### src/rtl/acc_dp_pkg.sv
// Shared encodings for the accumulator datapath: ALU ops, ACC source select,
// multiplier FSM states and flag bit positions.
package acc_dp_pkg;

  typedef enum logic [2:0] {
    ALU_SUB = 3'd0,
    ALU_ADD = 3'd1,
    ALU_AND = 3'd2,
    ALU_OR  = 3'd3,
    ALU_XOR = 3'd4,
    ALU_SLL = 3'd5,
    ALU_SRA = 3'd6,
    ALU_MUL = 3'd7
  } alu_op_e;

  typedef enum logic [1:0] {
    SELA_MEM  = 2'd0,
    SELA_IMM  = 2'd1,
    SELA_ALU  = 2'd2,
    SELA_HOLD = 2'd3
  } sel_a_e;

  typedef enum logic [1:0] {
    MUL_IDLE = 2'd0,
    MUL_RUN  = 2'd1,
    MUL_DONE = 2'd2
  } mul_state_e;

  localparam int FLAG_Z = 3;
  localparam int FLAG_N = 2;
  localparam int FLAG_C = 1;
  localparam int FLAG_V = 0;

endpackage

### src/rtl/acc_mul_seq.sv
// Sequential shift-add multiplier, one multiplier bit per cycle (LSB first),
// keeping only the low DATA_W bits of the product.
module acc_mul_seq
  import acc_dp_pkg::*;
#(
  parameter int DATA_W = 16
) (
  input  logic              clk_i,
  input  logic              rst_ni,
  input  logic              start_i,
  input  logic [DATA_W-1:0] mcand_i,
  input  logic [DATA_W-1:0] mplier_i,
  output logic              busy_o,
  output logic              done_o,
  output logic              finish_o,
  output logic [DATA_W-1:0] product_o
);

  localparam int CNT_W = $clog2(DATA_W) + 1;

  mul_state_e        state_q, state_d;
  logic [CNT_W-1:0]  cnt_q;
  logic [DATA_W-1:0] mcand_q, mplier_q, prod_q;
  logic              busy_q, done_q;

  always_ff @(posedge clk_i or negedge rst_ni) begin
    if (!rst_ni) state_q <= MUL_IDLE;
    else         state_q <= state_d;
  end

  always_comb begin
    state_d = state_q;
    unique case (state_q)
      MUL_IDLE: if (start_i) state_d = MUL_RUN;
      MUL_RUN:  if (cnt_q == CNT_W'(DATA_W - 1)) state_d = MUL_DONE;
      MUL_DONE: state_d = MUL_IDLE;
      default:  state_d = MUL_IDLE;
    endcase
  end

  always_comb begin
    finish_o  = (state_q == MUL_DONE);
    product_o = prod_q;
    busy_o    = busy_q;
    done_o    = done_q;
  end

  // busy covers RUN and DONE; done rises as the top writes the product into ACC
  always_ff @(posedge clk_i or negedge rst_ni) begin
    if (!rst_ni) begin
      busy_q <= 1'b0;
      done_q <= 1'b0;
    end else begin
      busy_q <= (state_d != MUL_IDLE);
      done_q <= (state_q == MUL_DONE);
    end
  end

  always_ff @(posedge clk_i or negedge rst_ni) begin
    if (!rst_ni) begin
      cnt_q    <= '0;
      mcand_q  <= '0;
      mplier_q <= '0;
      prod_q   <= '0;
    end else if (state_q == MUL_IDLE && start_i) begin
      cnt_q    <= '0;
      mcand_q  <= mcand_i;
      mplier_q <= mplier_i;
      prod_q   <= '0;
    end else if (state_q == MUL_RUN) begin
      if (mplier_q[0]) prod_q <= prod_q + mcand_q;
      mcand_q  <= mcand_q << 1;
      mplier_q <= mplier_q >> 1;
      cnt_q    <= cnt_q + 1'b1;
    end
  end

endmodule

### src/rtl/acc_datapath_mc.sv
// Accumulator datapath: ACC register, ALU with Z/N/C/V flags and a
// multi-cycle multiplier that stalls the control unit through busy.
module acc_datapath_mc
  import acc_dp_pkg::*;
#(
  parameter int DATA_W = 16,
  parameter int OPND_W = 11,
  parameter int ADDR_W = 11
) (
  input  logic              clk_i,
  input  logic              rst_ni,
  input  logic [OPND_W-1:0] operand_i,
  input  logic [1:0]        sel_a_i,
  input  logic              sel_b_i,
  input  logic [2:0]        alu_op_i,
  input  logic              wr_acc_i,
  input  logic [DATA_W-1:0] in_data_i,
  output logic [ADDR_W-1:0] addr_o,
  output logic [DATA_W-1:0] out_data_o,
  output logic [3:0]        flags_o,
  output logic              busy_o,
  output logic              done_o
);

  localparam int SH_W = $clog2(DATA_W);

  logic [DATA_W-1:0]        acc_q, acc_d;
  logic [3:0]               flags_q, flags_d;
  logic [DATA_W-1:0]        immExt, bOp, aluRes, product;
  logic                     aluC, aluV;
  logic [DATA_W:0]          sumTmp, shlTmp;
  logic signed [DATA_W:0]   sraTmp;
  logic [SH_W-1:0]          shamt;
  logic                     mulStart, mulFinish, mulBusy, mulDone;

  assign immExt     = DATA_W'($signed(operand_i));
  assign bOp        = sel_b_i ? immExt : in_data_i;
  assign shamt      = bOp[SH_W-1:0];
  assign addr_o     = operand_i[ADDR_W-1:0];
  assign out_data_o = acc_q;
  assign flags_o    = flags_q;
  assign busy_o     = mulBusy;
  assign done_o     = mulDone;

  // A trigger landing on the done cycle is dropped; control re-issues it
  assign mulStart = wr_acc_i && !mulBusy && !mulDone &&
                    (sel_a_i == SELA_ALU) && (alu_op_i == ALU_MUL);

  always_comb begin
    aluRes = '0;
    aluC   = 1'b0;
    aluV   = 1'b0;
    sumTmp = '0;
    shlTmp = {1'b0, acc_q} << shamt;
    sraTmp = $signed({acc_q, 1'b0}) >>> shamt;
    unique case (alu_op_i)
      ALU_ADD: begin
        sumTmp = {1'b0, acc_q} + {1'b0, bOp};
        aluRes = sumTmp[DATA_W-1:0];
        aluC   = sumTmp[DATA_W];
        aluV   = (acc_q[DATA_W-1] == bOp[DATA_W-1]) && (aluRes[DATA_W-1] != acc_q[DATA_W-1]);
      end
      ALU_SUB: begin
        aluRes = acc_q - bOp;
        aluC   = (acc_q >= bOp);
        aluV   = (acc_q[DATA_W-1] != bOp[DATA_W-1]) && (aluRes[DATA_W-1] != acc_q[DATA_W-1]);
      end
      ALU_AND: aluRes = acc_q & bOp;
      ALU_OR:  aluRes = acc_q | bOp;
      ALU_XOR: aluRes = acc_q ^ bOp;
      ALU_SLL: begin
        aluRes = shlTmp[DATA_W-1:0];
        aluC   = shlTmp[DATA_W];
      end
      ALU_SRA: begin
        aluRes = sraTmp[DATA_W:1];
        aluC   = sraTmp[0];
      end
      default: aluRes = '0;
    endcase
  end

  always_comb begin
    acc_d   = acc_q;
    flags_d = flags_q;
    if (mulFinish) begin
      acc_d           = product;
      flags_d         = '0;
      flags_d[FLAG_Z] = (product == '0);
      flags_d[FLAG_N] = product[DATA_W-1];
    end else if (wr_acc_i && !mulBusy) begin
      unique case (sel_a_i)
        SELA_MEM: acc_d = in_data_i;
        SELA_IMM: acc_d = immExt;
        SELA_ALU: begin
          if (alu_op_i != ALU_MUL) begin
            acc_d           = aluRes;
            flags_d[FLAG_Z] = (aluRes == '0);
            flags_d[FLAG_N] = aluRes[DATA_W-1];
            flags_d[FLAG_C] = aluC;
            flags_d[FLAG_V] = aluV;
          end
        end
        default: acc_d = acc_q;
      endcase
    end
  end

  always_ff @(posedge clk_i or negedge rst_ni) begin
    if (!rst_ni) begin
      acc_q   <= '0;
      flags_q <= '0;
    end else begin
      acc_q   <= acc_d;
      flags_q <= flags_d;
    end
  end

  acc_mul_seq #(.DATA_W(DATA_W)) u_mul (
    .clk_i    (clk_i),
    .rst_ni   (rst_ni),
    .start_i  (mulStart),
    .mcand_i  (acc_q),
    .mplier_i (bOp),
    .busy_o   (mulBusy),
    .done_o   (mulDone),
    .finish_o (mulFinish),
    .product_o(product)
  );

endmodule

### config.mk
export PLATFORM = sky130hd
export DESIGN_NAME = acc_datapath_mc
export DESIGN_NICKNAME = d
export VERILOG_FILES = /design/src/rtl/acc_dp_pkg.sv /design/src/rtl/acc_mul_seq.sv /design/src/rtl/acc_datapath_mc.sv
export SDC_FILE = /design/constraint.sdc
export NUM_CORES = 1
export LEC_CHECK = 0
export BUFFER_PORTS_ARGS = -buffer_cell sky130_fd_sc_hd__buf_2
export CORE_UTILIZATION = 56
export CTS_CLUSTER_SIZE = 14
export DETAILED_ROUTE_END_ITERATION = 10
export HOLD_SLACK_MARGIN = 0.05
export PLACE_DENSITY = 0.88
export SYNTH_ARGS = -nofsm -noshare
export SYNTH_HDL_FRONTEND = slang
export SYNTH_SLANG_ARGS = --single-unit
### constraint.sdc
create_clock -name clk_i -period 3.1 [get_ports clk_i]
set_clock_uncertainty 0.15 [all_clocks]
set_input_delay 0.62 -clock clk_i [delete_from_list [all_inputs] [get_ports clk_i]]
set_output_delay 0.62 -clock clk_i [all_outputs]
set_load 0.02 [all_outputs]
==> out/metrics.yaml, run 1 <==
placement:
  buffer_ports.inserted: 68
  dp_worst_setup_slack_ns: -0.842
  gp_congestion: 1.14
  dp_hpwl_mm: 25.9
sta:
  worstEndpointType: "register data pin"
  repair-timing-grt-worst-ep: "out_data_o[9]$_DFFE_PN0P_/D"
logic_synthesis:
  synth_seq_cells: 77
  synth.distinct_cells: 73
  ys_dominant_reg_cell: "sky130_fd_sc_hd__dfrtp_1"
  yosysWarnings: 0
  synth.top_cells.by_area: "sky130_fd_sc_hd__dfrtp_1 (22%), sky130_fd_sc_hd__ha_1 (12%), sky130_fd_sc_hd__mux2i_1 (6.5%)"
  post_synth_inst_count: 1138
  async_reset_ff_share_pct: 100
  synth_area_per_cell_um2: 7.62
  synth_sequential_area_ratio_pct: 22.2
  synth_top_area_share_pct: 22.2
  number_of_enable_type_register_cells_in_the_synthesized_netlist: 0
  syn-num-nets: 1257
  synth_area_leader_cell: "sky130_fd_sc_hd__dfrtp_1"
  synth.cell_area_um2: 8680
cts:
  clockRootBuffer: "sky130_fd_sc_hd__clkbuf_16"
  max-clock-path-buffers: 2
  cts_htree_levels: 3
  cts.sinks: 77
  cts_made_buffers: 9
grt:
  remaining_overflow_grt: 2
  global_route.usage.total_pct: 66.3
  grt_max_degree: 78
status:
  haltStage: "global routing (5_1_grt)"
  status: "did not finish"
  tool.error: "[ERROR GRT-0232] Routing congestion too high. Check the congestion heatmap in the GUI."
floorplan:
  floorplan.initialDensity_pct: 57.3
  pin_count: 69
  die_w_um: 126
  fp-row-count: 45
  die_h_um: 126
==> timing repair <==
item / CTS
endpoints found under the setup margin: 21
pin swaps: 46
gates resized for setup: 83
setup buffers: 8
hold buffers: 0
==> kinds of logic after synthesis <==
| group | Yosys count | synth area share, % |
|---|---|---|
| buffers and inverters | 149 | 7.34 |
| AND/OR/NAND/NOR | 372 | 19.8 |
| AO/OA/AOI/OAI | 358 | 26.0 |
| XOR/XNOR | 28 | 2.83 |
| multiplexers | 71 | 9.60 |
| adder cells (fa/ha/maj) | 83 | 12.2 |
| flip-flops | 77 | 22.2 |
==> cell usage after synthesis, types with 4 or more instances <==
library cell               number
sky130_fd_sc_hd__dfrtp_1       77
sky130_fd_sc_hd__xnor2_1       15
sky130_fd_sc_hd__mux2_2         5
sky130_fd_sc_hd__a311oi_1       6
sky130_fd_sc_hd__buf_2         12
sky130_fd_sc_hd__a22oi_1       25
sky130_fd_sc_hd__inv_1         60
sky130_fd_sc_hd__a31oi_1       21
sky130_fd_sc_hd__clkbuf_1      56
sky130_fd_sc_hd__nor2_1        87
sky130_fd_sc_hd__or4_1          6
sky130_fd_sc_hd__o22ai_1       10
sky130_fd_sc_hd__mux4_2         6
sky130_fd_sc_hd__nand3_1       40
sky130_fd_sc_hd__o211ai_1      15
sky130_fd_sc_hd__or3_1         12
sky130_fd_sc_hd__nor4_1         8
sky130_fd_sc_hd__buf_1          5
sky130_fd_sc_hd__o31ai_1        7
sky130_fd_sc_hd__or2_2          4
sky130_fd_sc_hd__nor3_1        28
sky130_fd_sc_hd__a21oi_1       99
sky130_fd_sc_hd__mux2i_1       56
sky130_fd_sc_hd__ha_1          80
sky130_fd_sc_hd__a211oi_1      25
sky130_fd_sc_hd__and3_1        18
sky130_fd_sc_hd__o21bai_1       4
sky130_fd_sc_hd__nand2b_1      12
sky130_fd_sc_hd__a21o_1        12
sky130_fd_sc_hd__xor2_1        13
sky130_fd_sc_hd__o21ai_0       87
sky130_fd_sc_hd__nand2_1      135
sky130_fd_sc_hd__buf_4         12
sky130_fd_sc_hd__nand4_1        7
sky130_fd_sc_hd__a211o_1        5
==> per-layer routing <==
metal | GRT overflow | GRT usage (%)
met4 | 0 | 62.2
met5 | 0 | 13.3
met1 | 0 | 69.6
met3 | 0 | 46.9
met2 | 2 | 84.7
==> per-stage QoR <==
stage | cells | TNS [ns] | hold slack, ns | area [µm²]
floorplan | 1138 | -6.79 | 0.174 | 8920
global placement | 1558 | -11.08 | 0.316 | 11000
detailed placement | 1558 | -13.27 | 0.323 | 11000
CTS | 1580 | -3.00 | 0.313 | 11700
==> run 2, diff against run 1 <==
- CORE_UTILIZATION: 56 -> 40
- CTS_CLUSTER_SIZE: 14 -> not set
- HOLD_SLACK_MARGIN: 0.05 -> not set
- PLACE_DENSITY: 0.88 -> not set
- PLACE_DENSITY_LB_ADDON: not set -> 0.15
- clock period: 3.1 -> 4.05 ns (I/O delays scaled with it)
==> run 2 against run 1 <==
Effect of this change: the run now ends clean; synthesized cell count is the same; synthesized area is the same.
==> out/metrics.yaml, run 2 <==
status:
  status: "finished clean"
setup_path:
  setup.reg_to_reg.worst_slack_ns: 0.43
  critPathCaptureType: "register"
  critical_path.startpoint_type: "input pin"
  critPathMaxFanout: 6
  crit_chain: "clkbuf_4, buf_4, mux2i_4, ha_1, or3_1, a21oi_1, buf_4, o211ai_1, buf_4, a21oi_1, nor2_1, mux2i_1, nand4_1, buf_4, a21oi_1, o22ai_1"
  worst-endpoint-required_ns: 4.11
  timing.critical_path.mode_cell: "sky130_fd_sc_hd__buf_4"
  startpoint_of_the_most_critical_setup_path: "sel_b_i"
  critPathSlowestCell: "sky130_fd_sc_hd__or3_1"
  crit_path_kind: "input pin to register"
  worstPathArrival_ns: 3.99
  largest_incremental_delay_on_the_critical_path_ns: 0.39
  cell_family_with_the_largest_share_of_critical_path_delay: "buffers and inverters"
  worst-path-buf-inv: 5
  r2r_start: "out_data_o[1]"
logic_synthesis:
  ys_dominant_reg_cell: "sky130_fd_sc_hd__dfrtp_1"
  cell_with_the_most_instances_after_synthesis: "sky130_fd_sc_hd__nand2_1"
  post_synth_fa_ha_maj_area_fraction_pct: 12.2
  synth_area_per_cell_um2: 7.62
  synth_sequential_area_ratio_pct: 22.2
  synth_area_leader_cell: "sky130_fd_sc_hd__dfrtp_1"
  post_synth_inst_count: 1138
  post_synth_xor_area_fraction_pct: 2.83
  synth.top_cells.by_area: "sky130_fd_sc_hd__dfrtp_1 (22%), sky130_fd_sc_hd__ha_1 (12%), sky130_fd_sc_hd__mux2i_1 (6.5%)"
  number_of_enable_type_register_cells_in_the_synthesized_netlist: 0
  async_reset_ff_share_pct: 100
  synth_top_family_by_area: "compound AO/OA/AOI/OAI gates"
  yosys-top-cells-count: "sky130_fd_sc_hd__nand2_1 (135), sky130_fd_sc_hd__a21oi_1 (99), sky130_fd_sc_hd__nor2_1 (87), sky130_fd_sc_hd__o21ai_0 (87), sky130_fd_sc_hd__ha_1 (80)"
  syn-num-nets: 1257
  synth_seq_cells: 77
  synth_simple_gate_area_share_pct: 19.8
  synth.cell_area_um2: 8680
  synth.mux.area_fraction_pct: 9.60
  yosysWarnings: 0
  synth_compound_area_share_pct: 26.0
  synth.distinct_cells: 73
  synth_top_area_share_pct: 22.2
cts:
  cts.hold.buffers_added: 0
  cts.sinks: 77
  cts.reportedPaths.clkPinSlew_ns: 0.06
  clkLatencyLatePin_ns: 0.34
  cts_tree: "yes"
  cts_htree_levels: 3
  max-clock-path-buffers: 2
  clockRootBuffer: "sky130_fd_sc_hd__clkbuf_16"
  cts_made_buffers: 9
placement:
  buffer_ports.inserted: 68
  gp_congestion: 0.962
  dp_hpwl_mm: 26.7
worst_hold_path:
  hold_path_startpoint: "flags_o[0]"
  hp-class: "register to register"
sta:
  post-route-period-util_pct: 97.0
  timing_max_transition_violations_final: 0
  timing.max_slew.rel_slack_pct: 26.4
  tightestPinTransition_ns: 1.10
  holdWs_ns: 0.327
  period_minus_slack_ns: 3.93
  maxClockFrequency_mhz: 255
  timing.final.setup_violations: 0
  setup_repair_after_global_routing_missed_its_margin: "yes"
  hold_viol_final: 0
grt:
  grt_max_degree: 65
  first_pass_grt_wire_length_mm: 53.1
  via_count_of_the_first_global_routing_pass: 9152
  global_route.usage.total_pct: 31.4
  remaining_overflow_grt: 0
  antenna_found_initial: 0
floorplan:
  fp-row-count: 53
  die_w_um: 149
  fp.dieArea_um2: 22300
  pin_count: 69
  floorplan.initialDensity_pct: 41.0
  die_h_um: 149
  core-area_um2: 21200
route:
  first_pass_iters: 8
  drt-wirelength-per-cell_um: 21.4
  post_drt_via_cell_ratio: 5.89
  drt_drc_violations_left: 0
  routed_wl_mm: 34.0
  routed-via-count: 9330
  antenna_left: 0
  drtIter0Drc: 754
power:
  clk_pwr_share_pct: 14.6
  netSwitchingPower_mw: 2.71
  internal-power_mw: 3.16
  comb_power_share_pct: 60.9
  cellPowerDensity_nw_per_um2: 550
  power.share.switching_pct: 46.2
  seq_power_share_pct: 24.5
  leak_nw: 5.12
  worst_ir_drop_vdd_uv: 385
final_layout:
  layout_commonest_cell: "sky130_fd_sc_hd__buf_4"
  leading_cell_types_in_the_layout_fill_and_taps_excluded: "sky130_fd_sc_hd__buf_4 (175), sky130_fd_sc_hd__nand2_1 (135), sky130_fd_sc_hd__a21oi_1 (97)"
  flow.area_growth_from_synthesis_pct: 23.2
  post_route_cells_drive_above_1_share_pct: 22.5
  antenna_cells: 0
  final_core_utilization_pct: 50.5
  finalNetCount: 1424
job:
  timing.max_cap.violations: 0
-- run 2: cell counts after synthesis --
No cell type changed its count.
-- run 2: per-layer routing --
layer / vias up / wire [µm] / GRT usage, %
met5: - / 0 / 0
met4: 0 / 1250 / 11.9
met2: 312 / 15200 / 49.4
met3: 73 / 2290 / 5.38
met1: 4473 / 15200 / 42.8
li1: 4472 / - / -
-- run 2: worst register-to-register path, cell delays in order, from the launching register on --
cell and delay, ns:
sky130_fd_sc_hd__dfrtp_1 0.60, sky130_fd_sc_hd__inv_1 0.16, sky130_fd_sc_hd__ha_1 0.35, sky130_fd_sc_hd__or3_1 0.45, sky130_fd_sc_hd__a21oi_1 0.17, sky130_fd_sc_hd__buf_4 0.14
sky130_fd_sc_hd__o211ai_1 0.17, sky130_fd_sc_hd__buf_4 0.19, sky130_fd_sc_hd__a21oi_1 0.26, sky130_fd_sc_hd__nor2_1 0.10, sky130_fd_sc_hd__mux2i_1 0.17, sky130_fd_sc_hd__nand4_1 0.18
sky130_fd_sc_hd__buf_4 0.19, sky130_fd_sc_hd__a21oi_1 0.13, sky130_fd_sc_hd__o22ai_1 0.11
-- run 2: final timing paths --
kind                                 endpoint  cells past startpoint
max in group asynchronous  u_mul.mplier_q[15]                      2
min reg2reg                        flags_o[0]                      2
min                                flags_o[0]                      2
max                            out_data_o[15]                     16
min in group asynchronous          flags_o[0]                      1
max reg2reg                    out_data_o[15]                     14
-- run 2: kinds of logic (layout without fill, tap and decap cells) --
| family | Yosys count | after routing |
|---|---|---|
| AND/OR/NAND/NOR | 372 | 372 |
| AO/OA/AOI/OAI | 358 | 358 |
| multiplexers | 71 | 71 |
| XOR/XNOR | 28 | 28 |
| buffers and inverters | 149 | 321 |
| adder cells (fa/ha/maj) | 83 | 83 |
| flip-flops | 77 | 77 |
-- run 2: final cells by class --
cell class	count	area (µm²)
fillers	2086	10500
multi-input cells	912	6190
flip-flops and latches	77	1930
repair buffers	243	1670
well taps	275	344
inverters	62	235
clock buffers	10	229
clock inverters	6	86.3
-- run 2: what timing repair did --
action | CTS | global route
hold endpoints to repair | 0 | 0
gates resized for setup | 0 | 13
buffers inserted | 0 | 0
setup endpoints to repair | 0 | 14
-- run 2: metrics by stage --
stage               cells  total power [mW]  setup WS (ns)  setup TNS [ns]  area [µm²]
floorplan            1138              3.49        0.00438               0        8720
global placement     1569              4.91         -0.229           -1.87       10300
CTS                  1585              5.81        0.00348               0       10600
detailed placement   1569              4.93         -0.335           -2.97       10300
finish               1585              5.88          0.122               0       10700
global route         1585              6.30        -0.0609         -0.0609       10700
-- run 2: power groups by stage --
stage                     sequential [mW]  combinational (mW)  clock, mW
after floorplan                      1.36                2.13          0
after detailed placement             1.44                3.49          0
after global routing                 1.47                3.93      0.905
after global placement               1.44                3.48          0
after CTS                            1.43                3.52      0.869
final                                1.44                3.58      0.858
(Power assumes the default switching activity.)
